**config.mk**
```make
export PLATFORM = sky130hd
export DESIGN_NAME = mem_port_arbiter
export DESIGN_NICKNAME = d
export VERILOG_FILES = /design/src/rtl/mem_port_arbiter_pkg.sv /design/src/rtl/mem_port_arbiter_rr_pick3.sv /design/src/rtl/mem_port_arbiter.sv
export SDC_FILE = /design/constraint.sdc
export NUM_CORES = 1
export LEC_CHECK = 0
export CAP_MARGIN = 20
export CORE_AREA = 8 8 45 47
export DETAILED_ROUTE_END_ITERATION = 10
export DIE_AREA = 0 0 53 55
export GPL_TIMING_DRIVEN = 0
export MAX_ROUTING_LAYER = met4
export PLACE_DENSITY_LB_ADDON = 0.08
export RECOVER_POWER = 50
export SLEW_MARGIN = 20
export SYNTH_ARGS = -nofsm -noshare
export SYNTH_HDL_FRONTEND = slang
export SYNTH_SLANG_ARGS = --single-unit
```
**constraint.sdc**
```tcl
create_clock -name clk -period 3.49 [get_ports clk]
set_input_delay 0.698 -clock clk [delete_from_list [all_inputs] [get_ports clk]]
set_output_delay 0.698 -clock clk [all_outputs]
set_load 0.05 [all_outputs]
```
**src/rtl/mem_port_arbiter_pkg.sv**
```systemverilog
// Shared constants, state type and helpers for the memory-port arbiter.
// Latency: n/a (types and pure functions only).
// Backpressure: n/a.
package mem_port_arbiter_pkg;

  // Mux select encodings; SEL_NONE makes the mux drive zero.
  localparam logic [1:0] SEL_A    = 2'b00;
  localparam logic [1:0] SEL_B    = 2'b01;
  localparam logic [1:0] SEL_C    = 2'b10;
  localparam logic [1:0] SEL_NONE = 2'b11;

  localparam int TIMEOUT_CYCLES_DEFAULT = 64;

  typedef enum logic [0:0] {
    IDLE = 1'b0,
    BUSY = 1'b1
  } arb_state_t;

  // One-hot grant to mux select.
  function automatic logic [1:0] sel_of(input logic [2:0] onehot);
    case (onehot)
      3'b001:  sel_of = SEL_A;
      3'b010:  sel_of = SEL_B;
      3'b100:  sel_of = SEL_C;
      default: sel_of = SEL_NONE;
    endcase
  endfunction

  // One-hot grant to requester index, used to track the last winner.
  function automatic logic [1:0] idx_of(input logic [2:0] onehot);
    case (onehot)
      3'b001:  idx_of = 2'd0;
      3'b010:  idx_of = 2'd1;
      default: idx_of = 2'd2;
    endcase
  endfunction

endpackage

```
**src/rtl/mem_port_arbiter_rr_pick3.sv**
```systemverilog
// Round-robin picker for three requesters, scanning from last_winner + 1.
// Latency: combinational.
// Backpressure: none; excluded bits are simply not eligible.
// Ports: req[2:0] requests, last_winner[1:0] index of previous winner,
//        exclude[2:0] bits barred this cycle, pick[2:0] one-hot winner,
//        valid high when pick is non-zero.
module rr_pick3 (
  input  logic [2:0] req,
  input  logic [1:0] last_winner,
  input  logic [2:0] exclude,
  output logic [2:0] pick,
  output logic       valid
);

  logic [2:0] elig;

  always_comb begin
    elig = req & ~exclude;
    pick = 3'b000;
    case (last_winner)
      2'd0: begin                       // order B, C, A
        if      (elig[1]) pick = 3'b010;
        else if (elig[2]) pick = 3'b100;
        else if (elig[0]) pick = 3'b001;
      end
      2'd1: begin                       // order C, A, B
        if      (elig[2]) pick = 3'b100;
        else if (elig[0]) pick = 3'b001;
        else if (elig[1]) pick = 3'b010;
      end
      default: begin                    // last was C (or illegal 3): A, B, C
        if      (elig[0]) pick = 3'b001;
        else if (elig[1]) pick = 3'b010;
        else if (elig[2]) pick = 3'b100;
      end
    endcase
  end

  assign valid = |elig;

endmodule

```
**src/rtl/mem_port_arbiter.sv**
```systemverilog
// Round-robin arbiter/sequencer driving the 3:1 memory-port mux select.
// Latency: req -> gnt/sel one cycle; done -> next grant on the same edge.
// Backpressure: grant held until done (or watchdog expiry with ARB_TIMEOUT_EN).
// Ports: clk, rst (sync, active-high), req[2:0] (A=fetch, B=LSU, C=debug),
//        done (completion pulse), gnt[2:0] one-hot, sel[1:0], busy, timeout.
// Optional macro ARB_TIMEOUT_EN builds the watchdog; otherwise timeout = 0.
module mem_port_arbiter
  import mem_port_arbiter_pkg::*;
#(
  parameter int NUM_REQ        = 3,
  parameter int TIMEOUT_CYCLES = TIMEOUT_CYCLES_DEFAULT
) (
  input  logic       clk,
  input  logic       rst,
  input  logic [2:0] req,
  input  logic       done,
  output logic [2:0] gnt,
  output logic [1:0] sel,
  output logic       busy,
  output logic       timeout
);

  if (NUM_REQ != 3) begin : g_bad_num_req
    $error("mem_port_arbiter: NUM_REQ must be 3");
  end
  if (TIMEOUT_CYCLES < 2) begin : g_bad_timeout
    $error("mem_port_arbiter: TIMEOUT_CYCLES must be >= 2");
  end

  arb_state_t state;
  logic [2:0] gnt_q;
  logic [1:0] sel_q;
  logic       busy_q;
  logic [1:0] last_winner;

  logic [2:0] excl;
  logic [2:0] pick;
  logic       pick_vld;
  logic       expire;

  // While busy, the owner sits out the arbitration for the next grant.
  assign excl = (state == BUSY) ? gnt_q : 3'b000;

  rr_pick3 u_pick (
    .req         (req),
    .last_winner (last_winner),
    .exclude     (excl),
    .pick        (pick),
    .valid       (pick_vld)
  );

`ifdef ARB_TIMEOUT_EN
  localparam int WD_W = (TIMEOUT_CYCLES > 2) ? $clog2(TIMEOUT_CYCLES) : 1;
  logic [WD_W-1:0] wd_cnt;
  logic            timeout_q;
  // done in the same cycle takes precedence, so expiry requires !done.
  assign expire  = (state == BUSY) && !done &&
                   (wd_cnt == WD_W'(TIMEOUT_CYCLES - 1));
  assign timeout = timeout_q;
`else
  assign expire  = 1'b0;
  assign timeout = 1'b0;
`endif

  always_ff @(posedge clk) begin
    if (rst) begin
      state       <= IDLE;
      gnt_q       <= 3'b000;
      sel_q       <= SEL_NONE;
      busy_q      <= 1'b0;
      last_winner <= 2'd2;
`ifdef ARB_TIMEOUT_EN
      wd_cnt      <= '0;
      timeout_q   <= 1'b0;
`endif
    end else begin
`ifdef ARB_TIMEOUT_EN
      timeout_q <= expire;
`endif
      case (state)
        IDLE: begin
          if (pick_vld) begin
            state       <= BUSY;
            gnt_q       <= pick;
            sel_q       <= sel_of(pick);
            busy_q      <= 1'b1;
            last_winner <= idx_of(pick);
`ifdef ARB_TIMEOUT_EN
            wd_cnt      <= '0;
`endif
          end
        end
        BUSY: begin
          if (done || expire) begin
            if (pick_vld) begin
              // Back-to-back handoff to another requester.
              gnt_q       <= pick;
              sel_q       <= sel_of(pick);
              last_winner <= idx_of(pick);
`ifdef ARB_TIMEOUT_EN
              wd_cnt      <= '0;
`endif
            end else if ((req & gnt_q) != 3'b000) begin
              // Sole requester is the owner: re-grant without a gap.
`ifdef ARB_TIMEOUT_EN
              wd_cnt      <= '0;
`endif
            end else begin
              state  <= IDLE;
              gnt_q  <= 3'b000;
              sel_q  <= SEL_NONE;
              busy_q <= 1'b0;
            end
          end else begin
`ifdef ARB_TIMEOUT_EN
            wd_cnt <= wd_cnt + WD_W'(1);
`endif
          end
        end
        default: begin
          state  <= IDLE;
          gnt_q  <= 3'b000;
          sel_q  <= SEL_NONE;
          busy_q <= 1'b0;
        end
      endcase
    end
  end

  assign gnt  = gnt_q;
  assign sel  = sel_q;
  assign busy = busy_q;

endmodule

```
==> metrics.yaml, run 1 <==
outcome: "finished clean"
cts.repair.resized: 0
clock_skew_ns: 0.0003427
die_h_um: 55
syn_nets: 70
start_util_pct: 38.88
nets: 84
htreeDepth: 1
grt_pass1_wl_um: 1904
grt_remaining_overflow: 0
leakage_nw: 0.2627
antenna_found_initial: 0
cts_buffer_depth: 2
synth_edf_count: 0
min_period_over_period_pct: 64.29
cpPeakStageDelay_ns: 0.64
max-cap-violations: 0
cp_slowest_cell: "dlygate4sd3_1"
routed_wl_um: 1219
placed_area_um2: 648.1
fmaxAchievable_ghz: 0.4457
min_to: "busy"
r2r-end: "gnt[0]"
ctsHoldBuffers: 0
layout-drive-gt1-share_pct: 14.29
multi_input_area_um2: 306.5
finalWeightedCongestion: 0.7554
drt_iter0_drc: 10
synth_ff_type: "dfxtp_1"
n_fill_cell: 155
ff_latch_area_um2: 180.2
path_clk_slew_ns: 0.06
die_x_um: 53
fin_util_pct: 47.74
reg2reg_slack_ns: 1.92
place.detailed.hpwl_um: 857.2
slew_headroom_pct: 66.54
netlist_area_um2: 538.0
grt_pass1_vias: 438
clk_latency_ns: 0.26
port_buffers: 9
final-setup-viol-count: 0
drc: 0
tightest_slew_ns: 0.4997
grt_max_degree: 11
diodes: 0
yosysWarnings: 0
synth_seq_area_share_pct: 33.49
hp-class: "flip-flop to flip-flop"
peakVddDrop_mv: 0.2274
drv_slew: 0
tns_ns: 0
postCtsSetupBuffers: 0
cts_tree: "built"
netlist_instances: 64
die-area_um2: 2915
ys_ff_latch: 9
via_count: 492
synthArstFlopShare_pct: 0
syn_to_final_growth_pct: 22.79
holdPathStages: 1
clock-sinks: 9
ff2ff_path_depth: 5
rsz0062_at_grt: "false"
min_from: "busy"
worstPathCellList: "dlygate4sd3_1, nor2_1, o211ai_1, o221a_1, o2111ai_1, a21oi_1"
rows: 14
cts_made_buffers: 3
path_max_fanout: 7
first_pass_iters: 4
critical_path_required_ns: 3.69
num_io_pins: 13
r2r-start: "state"
end_kind: "flip-flop"
worstPathArrival_ns: 2.44
p_per_area_nw_per_um2: 448.9
synth.distinct_cells: 31
core_area_um2: 1384
gr-usage-all-layers_pct: 8.911
postSynthAreaPerCell_um2: 8.407
hold_viol: 0
drt-wirelength-per-cell_um: 13.11
vias_per_cell: 5.290
criticalPathCategory: "input port to flip-flop"
start_kind: "input port"
fin_area_um2: 660.6
cts_root_buffer: "clkbuf_4"
antenna_left: 0
fin_crit_ns: 2.244
## synth_stat cells, types with 2 or more instances
master / count / area [um2]
nand2_1: 4 / 15.01
nor2_1: 8 / 30.03
a22oi_1: 3 / 22.52
nor2b_1: 3 / 18.77
nand3_1: 2 / 10.01
nand2b_1: 2 / 12.51
buf_4: 2 / 15.01
o2111ai_1: 2 / 17.52
a21oi_1: 8 / 40.04
dfxtp_1: 9 / 180.2
## per-layer routing
metal | track usage, % | share of wire [%] | wire length [um] | vias to the layer above
met1 | 10.84 | 52 | 629 | 221
met4 | 7.759 | 2.4 | 29 | 0
met3 | 2.674 | 6.3 | 77 | 4
met2 | 11.52 | 40 | 483 | 12
met5 | - | 0 | 0 | -
li1 | - | - | - | 255
## critical path, delay by kind of cell
kind                   cells  cell delay [ns]
AO/OA/AOI/OAI              4             1.02
buffers and inverters      1             0.64
AND/OR/NAND/NOR            1             0.08
## sequential cells by signal, indices dropped and copies added (netlist names)
name,cells
sel,2
gnt,3
state,1
busy,1
last_winner,2
## cells in the final DEF, fill, tap and decap left out, drive strengths merged, types with 2 or more instances in the layout
| cell type | netlist | final |
|---|---|---|
| nand3 | 2 | 2 |
| nand2b | 3 | 3 |
| nor2b | 3 | 3 |
| a21oi | 8 | 8 |
| dfxtp | 9 | 9 |
| nand2 | 5 | 5 |
| clkdlybuf4s50 | 0 | 8 |
| o211ai | 2 | 2 |
| buf | 3 | 3 |
| nor2 | 8 | 8 |
| o2111ai | 2 | 2 |
| clkbuf | 1 | 5 |
| a22oi | 3 | 3 |
## per-stage QoR
stage / setup WS [ns] / cells / hold slack, ns / power [mW]
after detailed placement: 1.201 / 89 / 0.4577 / 0.2207
after CTS: 1.230 / 93 / 0.4728 / 0.3053
after global placement: 1.159 / 89 / 0.4529 / 0.2215
final: 1.246 / 93 / 0.4689 / 0.2966
after floorplan: 1.846 / 64 / 0.4759 / 0.1938
after global routing: 1.156 / 93 / 0.5122 / 0.3121
## worst max-delay path by stage
| stage | start | end | slack, ns | depth (start not counted) |
|---|---|---|---|---|
| 3_5_place_dp | req[0] | sel[1] | 1.20 | 6 |
| 4_1_cts | gnt[2] | gnt[2] | 1.23 | 1 |
| 5_1_grt | req[0] | gnt[0] | 1.16 | 6 |
| 6_report | req[0] | gnt[0] | 1.25 | 6 |
| 2_1_floorplan | gnt[1] | sel[1] | 1.85 | 5 |
| 3_3_place_gp | req[0] | sel[0] | 1.16 | 6 |
## where the power goes
group | switching, mW | internal [mW]
clock network | 0.0366 | 0.0441
registers | 0.00749 | 0.113
logic | 0.0583 | 0.0372
total | 0.102 | 0.194
## cells by family after synthesis
family,after synthesis,synth area share [%]
buf+inv,5,6.974
flops,9,33.49
mux,1,1.861
other cells,1,0.6970
compound gates,23,32.33
simple gates,25,24.65
## cell type report
cell class | count | share of cell area (%)
plain buffers | 4 | 5.114
multi-input cells | 50 | 46.40
repair buffers | 9 | 13.64
flip-flops and latches | 9 | 27.27
clock buffers | 4 | 3.977
well taps | 16 | 3.030
inverters | 1 | 0.5682
Power figures use the tool's default switching activity.
==> run 2, diff against run 1 <==
--- a/config.mk
+++ b/config.mk
@@ -6,9 +6,9 @@
 export NUM_CORES = 1
 export LEC_CHECK = 0
 export CAP_MARGIN = 20
-export CORE_AREA = 8 8 45 47
+export CORE_MARGIN = 8
+export CORE_UTILIZATION = 41
 export DETAILED_ROUTE_END_ITERATION = 10
-export DIE_AREA = 0 0 53 55
 export GPL_TIMING_DRIVEN = 0
 export MAX_ROUTING_LAYER = met4
 export PLACE_DENSITY_LB_ADDON = 0.08
==> constraint.sdc (replaced) <==
create_clock -name clk -period 1.9 [get_ports clk]
set_input_delay 0.38 -clock clk [delete_from_list [all_inputs] [get_ports clk]]
set_output_delay 0.38 -clock clk [all_outputs]
set_load 0.05 [all_outputs]
==> run 2 against run 1 <==
  * Largest power group unchanged
  * Clock skew grew 0.0022 ns
  * Sequential power grew 84%
  * Worst setup slack got worse by 1.2 ns
  * Clock power up 81%
  * Via count is 3.9% higher
  * Non-clock buffer count is the same
  * Hold slack worse by 0.052 ns
  * Count of clock-buffer cells in the layout did not move
  * Core utilization up 4.3 points
  * Sequential share of layout area is the same
  * Flip-flop and latch count is the same
==> metrics.yaml, run 2 (synthesis gave the netlist of run 1 again) <==
crit_buf_inv: 1
path_max_fanout: 5
worstPathArrival_ns: 1.47
wl_met1_um: 571
max-cap-violations: 0
crit_start: "gnt[0]"
die-area_um2: 2727
place.detailed.hpwl_um: 866.2
rows: 13
min_period_over_period_pct: 97.12
top_layer: "met4"
r2r-end: "sel[1]"
drt_iter0_drc: 9
final_cell_mix: "9 x dfxtp_1, 8 x nor2_1, 8 x a21oi_1, 7 x clkdlybuf4s50_1, 4 x nand2_1"
end_kind: "output port"
port_buffers: 9
grt_pass1_vias: 526
antenna_found_initial: 0
antenna_left: 0
ff2ff_path_depth: 5
slew_headroom_pct: 60.64
diodes: 0
postCtsSetupBuffers: 0
drt-wirelength-per-cell_um: 13.03
drc: 0
ff_latch_area_um2: 180.2
vias_per_cell: 5.554
core_area_um2: 1269
layout_commonest_cell: "dfxtp_1"
cts_buffer_depth: 2
nets: 84
peakVddDrop_mv: 0.3999
critical_path_required_ns: 1.52
finalNonFillerCells: 92
grt_remaining_overflow: 0
first_pass_iters: 4
path_clk_slew_ns: 0.06
fin_crit_ns: 1.845
drv_slew: 0
clk_latency_ns: 0.26
cts_tree: "built"
final-setup-viol-count: 0
clock_skew_ns: 0.002498
clock-sinks: 9
cts_root_buffer: "clkbuf_4"
criticalPathCategory: "flip-flop to output port"
r2r-start: "gnt[1]"
total_power_uw: 543.2
path_depth: 1
num_io_pins: 13
path_delay_family: "buffers and inverters"
layout-drive-gt1-share_pct: 15.58
fin_util_pct: 52.07
cp_slowest_cell: "clkdlybuf4s50_1"
worstPathCellList: "clkdlybuf4s50_1"
die_x_um: 52.23
tightest_slew_ns: 0.5929
reg2reg_slack_ns: 0.42
grt_pass1_wl_um: 2201
finalWeightedCongestion: 0.8439
cpPeakStageDelay_ns: 0.83
multi_input_area_um2: 315.3
dr_wl_met2_um: 558
htreeDepth: 1
hold_slack_ns: 0.4173
ctsHoldBuffers: 0
fmaxAchievable_ghz: 0.5419
syn_to_final_growth_pct: 22.79
leakage_nw: 0.2675
fin_area_um2: 660.6
largest_reg_flops: 3
placed_area_um2: 646.9
outcome: "finished clean"
wl_met3_um: 56
place_inst: 88
grt_max_degree: 11
routed_wl_um: 1199
gr-usage-all-layers_pct: 10.45
hold_viol: 0
endpoint: "gnt[0]"
start_kind: "flip-flop"
cts_made_buffers: 3
rsz0062_at_grt: "false"
n_fill_cell: 139
start_util_pct: 42.41
die_h_um: 52.23
p_per_area_nw_per_um2: 822.2
via_count: 511
hp-class: "input port to flip-flop"
[run 2: cell types whose count changed in the layout (fill, tap and decap cells not counted), sizes merged]
cell / delta
clkdlybuf4s50: -1
dlygate4sd2: +1
dlygate4sd3: -1
clkbuf: +1
[run 2: per-layer routing]
| layer | vias to the layer above | GRT usage (%) |
|---|---|---|
| li1 | 257 | - |
| met1 | 241 | 12.44 |
| met2 | 11 | 15.60 |
| met3 | 2 | 2.273 |
| met4 | 0 | 6.466 |
| met5 | - | - |
[run 2: final cells by class]
cell class | count | share of cell area (%)
Timing Repair Buffer | 9 | 12.50
Buffer | 4 | 5.114
Inverter | 1 | 0.5682
Clock buffer | 4 | 3.977
Multi-Input combinational cell | 50 | 47.73
Sequential cell | 9 | 27.27
Tap cell | 15 | 2.841
[run 2: worst min path at each step]
stage	start	end	cells after the start
final	rst	state	2
after global routing	rst	state	2
after CTS	rst	state	2
after detailed placement	busy	busy	1
after global placement	busy	busy	1
after floorplan	last_winner[0]	last_winner[0]	2
[run 2: power by group]
group	internal, mW	total (mW)	switching, mW
Clock	0.0808	0.146	0.0651
Combinational	0.0681	0.176	0.108
Sequential	0.207	0.221	0.0138
[run 2: metrics by stage]
stage,worst slack (ns),TNS [ns]
3_5_place_dp,-0.09153,-0.2510
5_1_grt,0.01906,0
3_3_place_gp,-0.1103,-0.3297
4_1_cts,0.01719,0
2_1_floorplan,0.2559,0
6_report,0.05478,0
[run 2: repair_timing]
item                       in CTS  in global routing
cloned                          0                  0
setup endpoints to repair       1                  1
gates resized for setup         1                  1
==> run 3, diff against run 2 <==
--- a/config.mk
+++ b/config.mk
@@ -13,6 +13,7 @@
 export MAX_ROUTING_LAYER = met4
 export PLACE_DENSITY_LB_ADDON = 0.08
 export RECOVER_POWER = 50
+export SKIP_CTS_REPAIR_TIMING = 1
 export SLEW_MARGIN = 20
 export SYNTH_ARGS = -nofsm -noshare
 export SYNTH_HDL_FRONTEND = slang
==> run 3 against run 2 <==
  * Core utilization decreased by 0.39 points
  * Wire length increased by 0.33%
  * Final area decreased by 0.76%
  * Via count decreased by 0.20%
  * Critical endpoint unchanged
  * Largest power group unchanged
==> metrics.yaml, run 3 (synthesis gave the netlist of run 1 again) <==
tightest_slew_ns: 0.6013
worst_slack_ns: 0.05478
ff2ff_path_depth: 5
syn_to_final_growth_pct: 21.86
grt_pass1_wl_um: 2201
min_period_over_period_pct: 97.12
total_power_uw: 542.6
grt_remaining_overflow: 0
clk_latency_ns: 0.26
grt_max_degree: 11
path_clk_slew_ns: 0.06
die_x_um: 52.23
antenna_found_initial: 0
criticalPathCategory: "flip-flop to output port"
place_inst: 88
drc: 0
first_pass_iters: 4
cts_root_buffer: "clkbuf_4"
layout-drive-gt1-share_pct: 15.58
pre_cts_ws_ns: -0.09153
worstPathCellList: "clkdlybuf4s50_1"
largest_reg_flops: 3
place.detailed.hpwl_um: 866.2
finalNonFillerCells: 92
htreeDepth: 1
start_kind: "flip-flop"
num_io_pins: 13
core_area_um2: 1269
clock-sinks: 9
rsz0062_at_grt: "false"
final_cell_mix: "9 x dfxtp_1, 8 x nor2_1, 8 x a21oi_1, 7 x clkdlybuf4s50_1, 4 x nand2_1"
diodes: 0
final-setup-viol-count: 0
hold_viol: 0
die_h_um: 52.23
leakage_nw: 0.2609
peakVddDrop_mv: 0.3999
drt_iter0_drc: 9
p_per_area_nw_per_um2: 827.6
fin_crit_ns: 1.845
layout_commonest_cell: "dfxtp_1"
worstPathArrival_ns: 1.47
path_depth: 1
rows: 13
max-cap-violations: 0
gr-usage-all-layers_pct: 10.45
holdPathStages: 2
end_kind: "output port"
crit_buf_inv: 1
fmaxAchievable_ghz: 0.5419
cp_slowest_cell: "clkdlybuf4s50_1"
critical_path_required_ns: 1.52
cpPeakStageDelay_ns: 0.83
path_max_fanout: 5
via_count: 510
die-area_um2: 2727
start_util_pct: 42.41
drv_slew: 0
vias_per_cell: 5.543
hp-class: "input port to flip-flop"
antenna_left: 0
slew_headroom_pct: 60.08
grt_pass1_vias: 526
cts_buffer_depth: 2
drt-wirelength-per-cell_um: 13.08
outcome: "finished clean"
clock_skew_ns: 0.002498
nets: 84
port_buffers: 9
cts_tree: "built"
routed_wl_um: 1203
finalWeightedCongestion: 0.8439
cts_made_buffers: 3
path_delay_family: "buffers and inverters"
[run 3: metal layers]
layer | GRT usage [%] | vias up | part of all wire [%] | routed length, um
met1 | 12.44 | 240 | 48 | 575
met5 | - | - | 0 | 0
met2 | 15.60 | 11 | 46 | 558
met4 | 6.466 | 0 | 1.0 | 12
met3 | 2.273 | 2 | 4.7 | 56
li1 | - | 257 | - | -
[run 3: area by class of cell]
cell class                 instances  area, um2
tap                               15      18.77
clock buffer                       4      26.28
buffer                             4      33.78
inverter                           1      3.754
timing repair buffer               9      77.57
fill                             140      613.1
sequential                         9      180.2
multi-input combinational         50      315.3
[run 3: path summary, 6_finish.rpt]
check	from	end	slack, ns
worst max-delay path	gnt[0]	gnt[0]	0.05
worst min-delay path	rst	state	0.42
worst max register to register	gnt[1]	sel[1]	0.42
worst min register to register	busy	busy	0.47
[run 3: power breakdown]
group | internal [mW] | total (mW) | switching [mW]
clock | 0.0808 | 0.146 | 0.0651
combinational | 0.0674 | 0.175 | 0.108
sequential | 0.207 | 0.221 | 0.0139
[run 3: metrics by stage]
stage               TNS (ns)  cell area (um2)  util, %  hold slack (ns)
global placement     -0.3297            646.9    50.99           0.4508
floorplan                  0            538.0        -           0.4759
detailed placement   -0.2510            646.9    50.99           0.4563
CTS                 -0.04199            673.1    53.06           0.4033
finish                     0            655.6    51.68           0.4173
global route               0            655.6    51.68           0.4362
